File: src/rtl/fetch_stage.sv
// Instruction-fetch stage: program counter, loadable instruction memory and the
// IF/ID pipeline register, with jump/branch redirects and decode back-pressure.
module fetch_stage #(
   parameter int unsigned      PC_W     = 5,
   parameter int unsigned      DATA_W   = 32,
   parameter int unsigned      DEPTH    = 2**PC_W,
   parameter logic [PC_W-1:0]  RESET_PC = '0
) (
   input  logic              clk,
   input  logic              reset,
   input  logic              im_we,
   input  logic [PC_W-1:0]   im_waddr,
   input  logic [DATA_W-1:0] im_wdata,
   input  logic              out_ready,
   input  logic              branch_taken,
   input  logic [PC_W-1:0]   br_pc,
   input  logic [15:0]       br_off,
   input  logic              jump,
   input  logic [25:0]       jump_target,
   output logic [PC_W-1:0]   pc,
   output logic              if_valid,
   output logic [DATA_W-1:0] if_instr,
   output logic [PC_W-1:0]   if_pc,
   output logic [15:0]       fetch_count
);

   // Branch arithmetic width: wide enough for the sign-extended imm16 and PC_W+1 bits.
   localparam int unsigned AW = (PC_W + 1 > 17) ? PC_W + 1 : 17;

   logic [DATA_W-1:0] mem [DEPTH] = '{default: '0};

   logic              rd_hit;
   logic              wr_hit;
   logic [DATA_W-1:0] rd_word;
   logic [PC_W-1:0]   br_tgt;
   logic [PC_W-1:0]   jmp_tgt;
   logic              adv;
   logic              unused_jump_hi;

   if (DEPTH >= 2**PC_W) begin : g_full
      assign rd_hit = 1'b1;
      assign wr_hit = 1'b1;
   end else begin : g_part
      assign rd_hit = (32'(pc) < DEPTH);
      assign wr_hit = (32'(im_waddr) < DEPTH);
   end

   assign rd_word        = rd_hit ? mem[pc] : '0;
   assign br_tgt         = PC_W'(AW'(br_pc) + AW'(1) + AW'($signed(br_off)));
   assign jmp_tgt        = jump_target[PC_W-1:0];
   assign unused_jump_hi = ^jump_target;

   // Handshake: IF/ID holds an instruction while if_valid=1; decode takes it on a
   // posedge with out_ready=1. An empty register (if_valid=0) always refills.
   assign adv = !if_valid || out_ready;

   // Program load port; not reset, so a program can be loaded while reset is held.
   always_ff @(posedge clk) begin
      if (im_we && wr_hit) begin
         mem[im_waddr] <= im_wdata;
      end
   end

   always_ff @(posedge clk or negedge reset) begin
      if (!reset) begin
         pc          <= RESET_PC;
         if_valid    <= 1'b0;
         if_instr    <= '0;
         if_pc       <= '0;
         fetch_count <= '0;
      end else if (jump) begin
         pc       <= jmp_tgt;
         if_valid <= 1'b0;
      end else if (branch_taken) begin
         pc       <= br_tgt;
         if_valid <= 1'b0;
      end else if (adv) begin
         if_instr <= rd_word;
         if_pc    <= pc;
         if_valid <= 1'b1;
         pc       <= pc + PC_W'(1);
         if (fetch_count != 16'hFFFF) begin
            fetch_count <= fetch_count + 16'd1;
         end
      end
   end

endmodule

File: config.mk
export PLATFORM = sky130hd
export DESIGN_NAME = fetch_stage
export DESIGN_NICKNAME = d
export VERILOG_FILES = /design/src/rtl/fetch_stage.sv
export SDC_FILE = /design/constraint.sdc
export NUM_CORES = 1
export LEC_CHECK = 0
export ABC_AREA = 0
export CAP_MARGIN = 40
export CELL_PAD_IN_SITES_DETAIL_PLACEMENT = 0
export CELL_PAD_IN_SITES_GLOBAL_PLACEMENT = 2
export CORE_ASPECT_RATIO = 0.75
export CORE_MARGIN = 1.5
export CORE_UTILIZATION = 28
export CTS_BUF_LIST = sky130_fd_sc_hd__clkbuf_8
export CTS_CLUSTER_SIZE = 10
export DETAILED_ROUTE_END_ITERATION = 12
export HOLD_SLACK_MARGIN = 0.08
export PLACE_DENSITY_LB_ADDON = 0.1
export SLEW_MARGIN = 20
export SYNTH_ARGS = -nofsm -noshare
export SYNTH_HDL_FRONTEND = slang
export SYNTH_SLANG_ARGS = --single-unit
export TNS_END_PERCENT = 10
File: constraint.sdc
create_clock -name clk -period 2.1 [get_ports clk]
set_input_delay 0.525 -clock clk [delete_from_list [all_inputs] [get_ports clk]]
set_output_delay 0.525 -clock clk [all_outputs]
set_load 0.05 [all_outputs]
After elaboration in Yosys (flattened, before gate mapping) --
Memory sizes are Yosys's and may differ from the RTL's. A register that Yosys moved wholly into a read port is not among the register bits. Index checks and enable logic that the tools add are counted.
Word-level totals: memory bits (writable) 1024, output and inout bits 59, memories kept 1, word-level logic and storage cells 26, register bits 27, input bits 90
Memories:
- mem | depth 32, bits a word 32, rd ports 1, clocked after memory_dff 1, wr ports 1, RTL line 30 | logic [DATA_W-1:0] mem [DEPTH] = '{default: '0};
Operators by class: $add $sub $neg 4, eq/ne operators 1, reduce and logical (&&, ||, !) cells 6, bitwise logic cells 2, muxes and demuxes 8
Operators with widths (count):
- adder 16 x 1 -> 16 bit (second input constant) | 1
- != test 16 bit (second input constant) | 1
- 2-to-1 mux 5 bit | 3
- adder 5 x 1 -> 5 bit (second input constant) | 2
- adder 5 bit | 1
- 2-to-1 mux 1 bit | 5
- AND reduction 4 bit | 1
- AND reduction 3 bit | 1
- nonzero test 3 bit | 1
- zero test 1 bit | 2
- inverter 1 bit | 2
- logical OR 1 bit | 1

Longest topological paths before layout --
depth in word-level cells 5, gate-level depth with buffers 8, depth with buffers taken out 8

Least setup slack after synthesis --
OpenSTA, ideal clock, no wires.
path type in2reg, start in im_waddr[0], end mem mem[12][0], enable pin, setup time 0.421 ns, required time 1.679 ns, path buffers 1, stages 3, slack -0.859 ns, arrival time 2.538 ns, path through or3b_2 > clkbuf_1 > nor2_1
RTL lines:
- start: declaration | RTL line 12 | input logic [PC_W-1:0] im_waddr,
- end: declaration | RTL line 30
No word-level cell before the write port.

Worst setup path in the final report --
start reg pc[2], end out pc[2]
RTL lines:
- start: declaration | RTL line 20 | output logic [PC_W-1:0] pc,
- start signal: assignment | RTL line 72 | pc <= jmp_tgt;
- start signal: assignment | RTL line 75 | pc <= br_tgt;
- start signal: assignment | RTL line 81 | pc <= pc + PC_W'(1);
No word-level cell between the ends.

==> summary.md <==
| Metric | Value |
|---|---|
| Sequential element share of the synthesized area | `0.771` |
| Commonest cells in the synthesized netlist | `edfxtp_1, mux2i_1, a22oi_1` |
| Setup ws final | `-0.191 ns` |
| Post-Syn Area per Cell | `20.1 um^2` |
| Syn Nets | `2,179` |
| Initial core utilization | `0.283` |
| Failing checks | `setup timing` |
| Initial DRC count | `1,427` |
| DR vias/cell | `4.70` |
| Crit end category | `primary output` |
| Total clock sinks | `1,083` |
| Worst Hold Class | `primary input to asynchronous set/reset pin` |
| Synth top area share | `0.736` |
| Power Density | `953 nW/um^2` |
| Largest net degree at the start of global routing | `49` |
| Status | `finished, violations left` |
| CP Launch Point | `pc[2]` |
| Leakage power | `18.2 nW` |
| Vias in the first global route | `23,500` |
| CP Data Required Time | `1.57 ns` |
| EDFF count, synth | `1,024` |
| Pre-Repair DR Iteration Count | `5` |
| Max-cap violations | `0` |
| Root buf cell | `clkbuf_8` |
| TritonCTS clock tree | `yes` |
| Rel. slew slack | `0.646` |
| Final min period | `2.29 ns` |
| Peak supply drop | `0.384 mV` |
| CTS clk-pin slew, worst paths | `0.07 ns` |
| R2R Path Start | `pc[0]` |
| Slew Limit Fails | `0` |
| Gpl congestion | `0.727` |
| Fmax | `436 MHz` |
| Routed wire length | `131 mm` |
| Hold Worst Slack | `0.223 ns` |
| Fillers | `13,800` |
| Area growth, synth to finish | `27.7%` |
| Reg2reg setup slack | `-0.12 ns` |
| Post-route cell area | `53,400 um^2` |
| Core area | `148,000 um^2` |
| Final non-filler cell total | `4,711` |
| Worst-path maximum fanout | `2` |
| Ys async rst share | `0.0545` |
| Fraction of layout instances using a drive strength above 1 | `0.316` |
| Synth Cell Area | `41,800 um^2` |
| H-tree Lvls | `4` |
| First-pass GRT wire length | `181 mm` |
| Hold Vio Cnt, Final | `0` |
| Register area | `32,300 um^2` |
| Tcrit/Tclk final | `1.09` |
| Final net count | `2,671` |
| Top cell type by total area after synthesis | `edfxtp_1` |
| Antenna Nets Post-Route | `0` |
| Die width | `449 um` |
| Number of I/O port buffers | `116` |
| DPL Wire Length | `80.5 mm` |
| Slew @ Worst Pin | `0.530 ns` |
| RSZ-0062 raised after global routing | `yes` |
| Die ar. | `152,000 um^2` |
| Critical Path Stages | `3` |
| DR vias | `22,100` |
| Reg2reg path depth | `8` |
| Bufs and invs on worst path | `3` |
| Crit-path leading delay family | `flip-flops` |
| Critical path destination | `pc[2]` |
| Initial antenna violation count | `2` |
| Startpoint class of the critical path | `flip-flop` |
| Top-count cell post-synth | `edfxtp_1` |
| DP Area | `48,400 um^2` |
| CP arrival | `1.77 ns` |
| Final TNS setup | `-1.57 ns` |
| Clock skew | `0.0317 ns` |
| Overall Global Routing Usage | `0.170` |
| GR Overflow Total | `0` |
| RR Endpoint | `if_instr[8]` |
| Wire per inst | `27.9 um` |
| # DRC | `0` |
| Flops & latches, synth | `1,083` |
| Multi-input logic area | `9480 um^2` |
| CTS max path bufs | `3` |
| Setup violation total in the final timing report | `27` |
| Clk_lat worst skew | `0.90 ns` |
| Crit-path most repeated cell | `buf_12` |
| CTS buffer count | `180` |
| Crit-path slowest cell | `dfrtp_4` |
| Height of the die | `338 um` |
| Synth top area cells | `edfxtp_1, mux2i_1, mux4_2, dfrtp_1, a22oi_1` |
| Ports | `149` |
| Crit path cell chain | `buf_12, buf_12, buf_12` |
| Cells after DPL | `4,319` |
| Count of cell types in the netlist | `46` |
| Largest stage delay on the critical path | `0.50 ns` |
| Row count | `122` |
| WS Path Type | `flip-flop to primary output` |
| Top_reg_cell synth | `edfxtp_1` |
| Synth warnings | `0` |
| Cell count after synthesis | `2,082` |
-- flip-flops by register name (all words and copies together), names as in the netlist --
| register | flops |
|---|---|
| mem | 1024 |
| if_instr | 32 |
| fetch_count | 16 |
| if_pc | 5 |
| pc | 5 |
| if_valid | 1 |
-- worst reg2reg max path, stage by stage (launching register included) --
cell,delay (ns)
dfrtp_4,0.52
buf_12,0.17
buf_12,0.13
clkbuf_16,0.16
clkbuf_16,0.19
mux4_2,0.42
mux2i_1,0.15
o22a_1,0.26
nand3_1,0.10
-- worst min-delay path by stage --
stage | startpoint | to | cells after the start
after floorplan | reset | fetch_count[0] | 0
after global placement | if_pc[0] | if_pc[0] | 2
after detailed placement | if_pc[1] | if_pc[1] | 2
after CTS | reset | if_instr[28] | 3
after global routing | reset | if_instr[28] | 3
final | reset | if_instr[28] | 3
-- cell families (layout without fill, tap and decap cells) --
logic type / Yosys count / count (layout) / share of synthesized area
flops: 1083 / 1083 / 0.771
mux: 450 / 450 / 0.146
compound gates: 211 / 211 / 0.0391
simple gates: 187 / 188 / 0.0223
buf+inv: 124 / 764 / 0.0150
xor+xnor: 20 / 20 / 0.00419
fa+ha+maj: 7 / 7 / 0.00227
other cells: 0 / 4 / 0
-- placed cells by master, fill, tap and decap left out, drive strengths merged, types with 4 or more instances in the layout --
cell and n:
nand3b 7, nand3 76, and3 6, clkdlybuf4s50 56
o22a 31, xnor2 18, mux4 128, clkinvlp 5
dfrtp 59, ha 6, mux2i 319, nor2 45
nand4 4, a32oi 32, diode 4, clkinv 52
buf 360, a21oi 9, clkbuf 207, inv 76
nand2 27, nor2b 7, a22oi 129, bufinv 6
edfxtp 1024
-- repair_timing --
action                                  CTS  global route
pin swaps                                19            37
endpoints found under the setup margin   88            73
buffers inserted                         10            35
hold buffers                              2             0
gates resized for setup                 163            64
endpoints found under the hold margin    59             0
cloned                                    1            10
-- per-layer routing --
| metal | GRT usage | wire [um] | up-vias |
|---|---|---|---|
| met1 | 0.241 | 63700 | 11900 |
| met5 | 0 | 54 | - |
| met3 | 0.0278 | 4870 | 160 |
| li1 | - | - | 9621 |
| met4 | 0.0483 | 2370 | 2 |
| met2 | 0.269 | 60200 | 452 |
-- power by group --
part / switching (mW) / internal, mW / total [mW]
clock network: 8.72 / 9.38 / 18.1
logic: 4.47 / 3.50 / 7.97
registers: 0.589 / 24.2 / 24.8
-- cell type report --
type,instances,share of cell area
Sequential cell,1083,0.605
Multi-Input combinational cell,876,0.178
Timing Repair Buffer,427,0.106
Clock buffer,198,0.0511
Tap cell,1984,0.0465
Clock inverter,133,0.0135
Inverter,6,0.000422
Antenna cell,4,0.000188
-- per-stage QoR --
step | utilization | setup WS, ns | total power [mW]
after floorplan | - | -0.494 | 28.9
after global placement | 0.328 | -0.528 | 32.3
after detailed placement | 0.328 | -0.419 | 32.3
after CTS | 0.355 | -0.323 | 51.2
after global routing | 0.361 | -0.279 | 52.9
final | 0.361 | -0.191 | 50.9
No activity file was read; power rests on OpenSTA's default activity.
